File: src/rtl/eqchk_pkg.sv
// ---------------------------------------------------------------------------
// eqchk_pkg
// Shared definitions for the equality-checker stimulus generator:
//   - state_e          : sequencer states
//   - LFSR_TAPS        : tap mask for x^8+x^6+x^5+x^4+1 (bits 7,5,4,3)
//   - FIRST_FAIL_NONE  : FIRST_FAIL value meaning "no failing vector yet"
//   - lfsr_next()      : one Fibonacci shift step
// ---------------------------------------------------------------------------
package eqchk_pkg;

   typedef enum logic [2:0] {
      StIdle,
      StDrive,
      StWait,
      StSample,
      StFinish
   } state_e;

   localparam logic [7:0] LFSR_TAPS       = 8'hB8;
   localparam logic [7:0] FIRST_FAIL_NONE = 8'hFF;

   // Shift left; the new bit 0 is the XOR of the tapped bits.
   function automatic logic [7:0] lfsr_next(input logic [7:0] s);
      return {s[6:0], ^(s & LFSR_TAPS)};
   endfunction

endpackage

File: src/rtl/eqchk_lfsr8.sv
// ---------------------------------------------------------------------------
// eqchk_lfsr8
// 8-bit Fibonacci LFSR used as the operand source for the stimulus generator.
// Ports:
//   i_clk    in  1  rising-edge clock
//   i_rst    in  1  asynchronous active-high reset (state returns to SEED)
//   i_load   in  1  reload SEED (has priority over i_adv)
//   i_adv    in  1  advance one step
//   o_state  out 8  current LFSR value
// ---------------------------------------------------------------------------
module eqchk_lfsr8 #(
   parameter logic [7:0] SEED = 8'hA5
) (
   input  logic       i_clk,
   input  logic       i_rst,
   input  logic       i_load,
   input  logic       i_adv,
   output logic [7:0] o_state
);
   import eqchk_pkg::*;

   logic [7:0] r_lfsr;

   always_ff @(posedge i_clk or posedge i_rst) begin
      if (i_rst) begin
         r_lfsr <= SEED;
      end else if (i_load) begin
         r_lfsr <= SEED;
      end else if (i_adv) begin
         r_lfsr <= lfsr_next(r_lfsr);
      end
   end

   assign o_state = r_lfsr;

endmodule

File: src/rtl/equality_checker_stim_gen.sv
// ---------------------------------------------------------------------------
// equality_checker_stim_gen
// Self-test driver for the 8-bit equality checker. On START it drives NUM_VEC
// operand pairs (equal on even vectors, one bit different on odd vectors),
// waits SETTLE_CYC cycles per vector, samples the checker's result and keeps
// a mismatch scoreboard.
// Ports:
//   i_clk         in  1      rising-edge clock
//   i_rst         in  1      asynchronous active-high reset
//   i_start       in  1      run request, level, sampled only in IDLE/FINISH
//   i_eq_in       in  1      checker result, sampled only in SAMPLE
//   o_a, o_b      out WIDTH  registered operands to the checker
//   o_busy        out 1      run in progress
//   o_done        out 1      run complete, held until next accepted start
//   o_pass        out 1      done with zero mismatches
//   o_fail_cnt    out 8      saturating mismatch count
//   o_first_fail  out 8      index of first failing vector, 8'hFF if none
// ---------------------------------------------------------------------------
module equality_checker_stim_gen #(
   parameter int unsigned WIDTH      = 8,
   parameter int unsigned NUM_VEC    = 32,
   parameter int unsigned SETTLE_CYC = 2,
   parameter logic [7:0]  SEED       = 8'hA5
) (
   input  logic             i_clk,
   input  logic             i_rst,
   input  logic             i_start,
   input  logic             i_eq_in,
   output logic [WIDTH-1:0] o_a,
   output logic [WIDTH-1:0] o_b,
   output logic             o_busy,
   output logic             o_done,
   output logic             o_pass,
   output logic [7:0]       o_fail_cnt,
   output logic [7:0]       o_first_fail
);
   import eqchk_pkg::*;

   localparam logic [7:0] LAST_VEC    = 8'(NUM_VEC - 1);
   localparam logic [7:0] SETTLE_LAST = 8'(SETTLE_CYC - 1);

   state_e           r_state;
   logic [7:0]       r_vec;
   logic [7:0]       r_settle;
   logic             r_exp;
   logic [WIDTH-1:0] r_a;
   logic [WIDTH-1:0] r_b;
   logic             r_busy;
   logic             r_done;
   logic [7:0]       r_fail_cnt;
   logic [7:0]       r_first_fail;

   logic [7:0]       w_lfsr;
   logic             w_accept;
   logic             w_adv;
   int unsigned      w_flip_idx;
   logic [WIDTH-1:0] w_flip_mask;

   // A run can only be (re)started from IDLE or FINISH; START while busy is ignored.
   assign w_accept = ((r_state == StIdle) || (r_state == StFinish)) && i_start;
   assign w_adv    = (r_state == StSample);

   always_comb begin
      w_flip_idx  = 32'(r_vec) % WIDTH;
      w_flip_mask = WIDTH'(1) << w_flip_idx;
   end

   eqchk_lfsr8 #(
      .SEED (SEED)
   ) u_lfsr (
      .i_clk   (i_clk),
      .i_rst   (i_rst),
      .i_load  (w_accept),
      .i_adv   (w_adv),
      .o_state (w_lfsr)
   );

   always_ff @(posedge i_clk or posedge i_rst) begin
      if (i_rst) begin
         r_state      <= StIdle;
         r_vec        <= 8'd0;
         r_settle     <= 8'd0;
         r_exp        <= 1'b0;
         r_a          <= '0;
         r_b          <= '0;
         r_busy       <= 1'b0;
         r_done       <= 1'b0;
         r_fail_cnt   <= 8'd0;
         r_first_fail <= FIRST_FAIL_NONE;
      end else begin
         case (r_state)
            StIdle, StFinish: begin
               if (i_start) begin
                  r_fail_cnt   <= 8'd0;
                  r_first_fail <= FIRST_FAIL_NONE;
                  r_vec        <= 8'd0;
                  r_done       <= 1'b0;
                  r_busy       <= 1'b1;
                  r_state      <= StDrive;
               end
            end
            StDrive: begin
               r_a      <= WIDTH'(w_lfsr);
               // Odd vectors flip one bit so the checker must report "not equal".
               r_b      <= r_vec[0] ? (WIDTH'(w_lfsr) ^ w_flip_mask) : WIDTH'(w_lfsr);
               r_exp    <= ~r_vec[0];
               r_settle <= 8'd0;
               r_state  <= StWait;
            end
            StWait: begin
               if (r_settle == SETTLE_LAST) begin
                  r_state <= StSample;
               end else begin
                  r_settle <= r_settle + 8'd1;
               end
            end
            StSample: begin
               if (i_eq_in != r_exp) begin
                  if (r_fail_cnt != 8'hFF) begin
                     r_fail_cnt <= r_fail_cnt + 8'd1;
                  end
                  if (r_first_fail == FIRST_FAIL_NONE) begin
                     r_first_fail <= r_vec;
                  end
               end
               r_vec <= r_vec + 8'd1;
               if (r_vec == LAST_VEC) begin
                  r_busy  <= 1'b0;
                  r_done  <= 1'b1;
                  r_state <= StFinish;
               end else begin
                  r_state <= StDrive;
               end
            end
            default: begin
               r_state <= StIdle;
            end
         endcase
      end
   end

   assign o_a          = r_a;
   assign o_b          = r_b;
   assign o_busy       = r_busy;
   assign o_done       = r_done;
   assign o_pass       = r_done && (r_fail_cnt == 8'd0);
   assign o_fail_cnt   = r_fail_cnt;
   assign o_first_fail = r_first_fail;

endmodule
File: config.mk
export PLATFORM = sky130hd
export DESIGN_NAME = equality_checker_stim_gen
export DESIGN_NICKNAME = d
export VERILOG_FILES = /design/src/rtl/eqchk_pkg.sv /design/src/rtl/eqchk_lfsr8.sv /design/src/rtl/equality_checker_stim_gen.sv
export SDC_FILE = /design/constraint.sdc
export NUM_CORES = 1
export LEC_CHECK = 0
export BUFFER_PORTS_ARGS = -buffer_cell sky130_fd_sc_hd__buf_2
export CORE_MARGIN = 2
export CORE_UTILIZATION = 62
export CTS_BUF_LIST = sky130_fd_sc_hd__clkbuf_16
export CTS_CLUSTER_DIAMETER = 50
export DETAILED_ROUTE_END_ITERATION = 8
export GPL_ROUTABILITY_DRIVEN = 0
export HOLD_SLACK_MARGIN = 0.06
export PLACE_DENSITY = 0.85
export SETUP_SLACK_MARGIN = 0.2
export SYNTH_ARGS = -nofsm -noshare
export SYNTH_HDL_FRONTEND = slang
export SYNTH_SLANG_ARGS = --single-unit
File: constraint.sdc
create_clock -name i_clk -period 2.8 [get_ports i_clk]
set_clock_uncertainty 0.15 [all_clocks]
set_input_delay 0.14 -clock i_clk [delete_from_list [all_inputs] [get_ports i_clk]]
set_output_delay 0.14 -clock i_clk [all_outputs]
set_load 0.01 [all_outputs]
==> results.txt <==
The run finished with clean final reports. In this run the worst path has a maximum fanout of 21. The logs give 0 for the number of endpoints with negative hold slack in the final report and 0.00552 sq mm for the die area.

The net count after synthesis came out at 329. Of the total power, the share spent switching nets is 38.0%. The tools report the count of antenna diodes in the layout as 0. The height of the chip was 74.3 um. Final-layout setup total negative slack: 0 ps. The tree built by TritonCTS fans out to 62 sinks.

In this run, the combinational gates consume 34.5% of the power. The final setup violation count is 0, and the cell internal power dissipation is 2330 uW. Global routing consumed, on the met2 layer, 41.1% of the routing resources. Global routing used 34.5% of the available met1 tracks. The count of nets left with antenna violations once routing finished came out at 0. For this run, global-route usage on met3 was measured as 4.07%. The combined global-route utilization of all metal layers was 25.9%; the buffer levels on the longest clock path was 2. Timing would allow up to 462 MHz.

The Yosys step of the flow raised 0 warnings. The worst pin sits at a relative slew slack of 39.7%. For the part of the total power dissipated in the clock network, the log shows 25.3%. The element type at the critical path start is a register. In this run the biggest area consumer among cell types represents 40.9% of the synthesized area. Pin slew with the least headroom to its limit: 905 ps.

STA classifies the critical path endpoint as a register. The overflow left after global routing is 0. The run gives 39 as the total I/O pin count. On the final layout, the worst hold slack is 233 ps.

The worst setup path is of the register to register kind. Root buffer selected by CTS: clkbuf_16. The final route contains 2372 vias. The area growth from synthesis to layout was 17.1%; the number of nets in the layout was 372.

The total wire length came out at 6.24 mm. Flip-flop and latch count after synthesis: 62. After detailed routing, the number of vias per cell comes to 5.52.

In this run, post-CTS repair resized a total of 0 instances. Ranked by total cell area, the synthesized netlist is headed by dfrtp_1 (41%), dfstp_2 (10%), nand2_1 (8.6%). The first global-routing pass estimated 10.6 mm of wire.

The most used flip-flop cell after synthesis is dfrtp_1. The number of buffers added on ports was 38. Summing the sequential cell areas from Yosys gives 51.2% of the chip area.

STA puts the critical path data required time at 2900 ps. Dividing the detail-routed wire length by the instance count gives 14.5 um. The H-tree generated during clock tree synthesis spans 3 levels. Entering global routing, the biggest net connects 40 pins. Counting the buffers created by CTS gives 9. For the worst setup path, the data arrival time is 2270 ps. The fraction of layout instances using a drive strength above 1 is 21.2%. After detailed routing, the number of remaining DRC violations is 0. The max-capacitance violation count was 0.

The tools report the standby leakage power as 0.00172 uW. The analysis attributes to net switching a power of 1430 uW. The effective utilization at floorplan is 64.4%, and the clock insertion delay at the later pin of the skew report is 320 ps. The cell count after synthesis came out at 315. At the end of the flow the core is filled with cells to 75.4%.

The first detailed-routing pass ran for 4 iterations. The commonest cells after synthesis are nand2_1 (70), dfrtp_1 (50), inv_1 (20). The tools report the floorplan core area as 0.00475 sq mm. The routed design could run at a clock period as short as 2160 ps. Once the clock tree was built, the setup fixing pass inserted 0 buffers. Dividing total power by cell area gives a power density of 1050 mW/mm^2. The hold buffer count at CTS was 2. The number of antenna violations at the first check in global routing was 0. Clock-pin slew was measured on the worst setup and hold paths at 50 ps. The final HPWL from detailed placement is 4.26 mm, and the part of the cycle the worst path needs is 77.3%.

The number of global-route vias before repair is 2249, and the row count is 25. After the first detailed-routing iteration, the DRC count stood at 181. TritonCTS built the clock tree. Setup repair after global routing left no endpoint under its margin. The number of max-slew violations in the final report is 0, and the count of flip-flops with a built-in enable after synthesis is 0. For the number of unique standard cell types used by synthesis, the log shows 46. The tools report the worst IR drop on VDD as 637 uV. For the summed instance area of the synthesized netlist, the log shows 0.00306 sq mm. The cell with the most instances after synthesis is nand2_1. The synthesized area divided by synthesized cell count is 9.72 sq um.

Total power for the finished layout comes to 3760 uW. Measured along the x axis, the die boundary spans 74.3 um. The tools report the fraction of power consumed by sequential logic as 40.1%. Path category of the worst min-delay check: input port to register. The layer with the highest usage after global routing was met2. The library cell occupying the most area in the post-synthesis netlist was dfrtp_1. The fraction of registers with async set or reset after synthesis was 100%.
worst max-delay path, cell delays in order, from the launching register on:
cell and delay (ps):
dfrtp_1 470, and3b_2 400, a21oi_4 270, nand2b_1 420, mux2_2 390
metal layers:
layer | share of wire [%] | wire (um)
met1 | 46 | 2850
met2 | 49 | 3070
met3 | 3.2 | 198
met4 | 1.9 | 119
met5 | 0 | 0
area by class of cell:
type | count | area (sq um)
Clock inverter | 7 | 33.8
Tap cell | 67 | 83.8
Sequential cell | 62 | 1570
Multi-Input combinational cell | 220 | 1350
Fill cell | 339 | 1170
Inverter | 20 | 75.1
Clock buffer | 9 | 225
Timing Repair Buffer | 45 | 248
power groups by stage:
stage          Combinational (uW)  Clock (uW)  Sequential (uW)
2_1_floorplan                 945           0             1490
3_3_place_gp                 1260           0             1500
3_5_place_dp                 1300           0             1520
4_1_cts                      1310         962             1510
5_1_grt                      1480        1000             1550
6_report                     1300         953             1510
flip-flops by register name, indices dropped and copies added (netlist names), 3 cells and up:
name / count
o_b: 8
o_fail_cnt: 8
o_first_fail: 8
u_lfsr.o_state: 8
r_vec: 8
o_a: 8
r_settle: 8
r_state: 3
layout by cell type, fill, tap and decap left out, types with 5 or more instances in the layout:
master and n:
mux2i_1 9, nand4_1 5, xnor2_1 6, buf_4 5, dfstp_2 12, o211ai_1 5, clkbuf_16 9, nor3_1 5
inv_1 21, dfrtp_1 50, o21ai_0 19, xor2_1 10, nand2_1 70, nand3_1 18, buf_2 38, a21oi_1 9
ha_1 10, nor2_1 14
worst paths after layout:
path | endpoint | cells after the start | slack (ps) | from
setup / recovery | o_first_fail[1] | 4 | 640 | r_state[0]
hold / removal | o_fail_cnt[6] | 4 | 230 | i_eq_in
max in group asynchronous | o_first_fail[5] | 4 | 1790 | i_rst
setup reg to reg | o_first_fail[1] | 4 | 640 | r_state[0]
hold reg to reg | o_a[6] | 2 | 310 | o_a[6]
min in group asynchronous | r_settle[0] | 4 | 270 | i_rst
cell families after synthesis:
group / share of synthesized area, %
buf+inv: 4.62
mux: 4.05
compound gates: 11.0
xor+xnor: 4.58
simple gates: 20.6
fa+ha+maj: 4.09
flops: 51.2
per-stage QoR:
stage,instances,setup WS (ps),area (sq um)
6_report,430,635,3590
2_1_floorplan,315,988,3060
4_1_cts,430,637,3590
5_1_grt,430,501,3590
3_3_place_gp,412,688,3310
3_5_place_dp,412,642,3310
(Power assumes the default switching activity.)
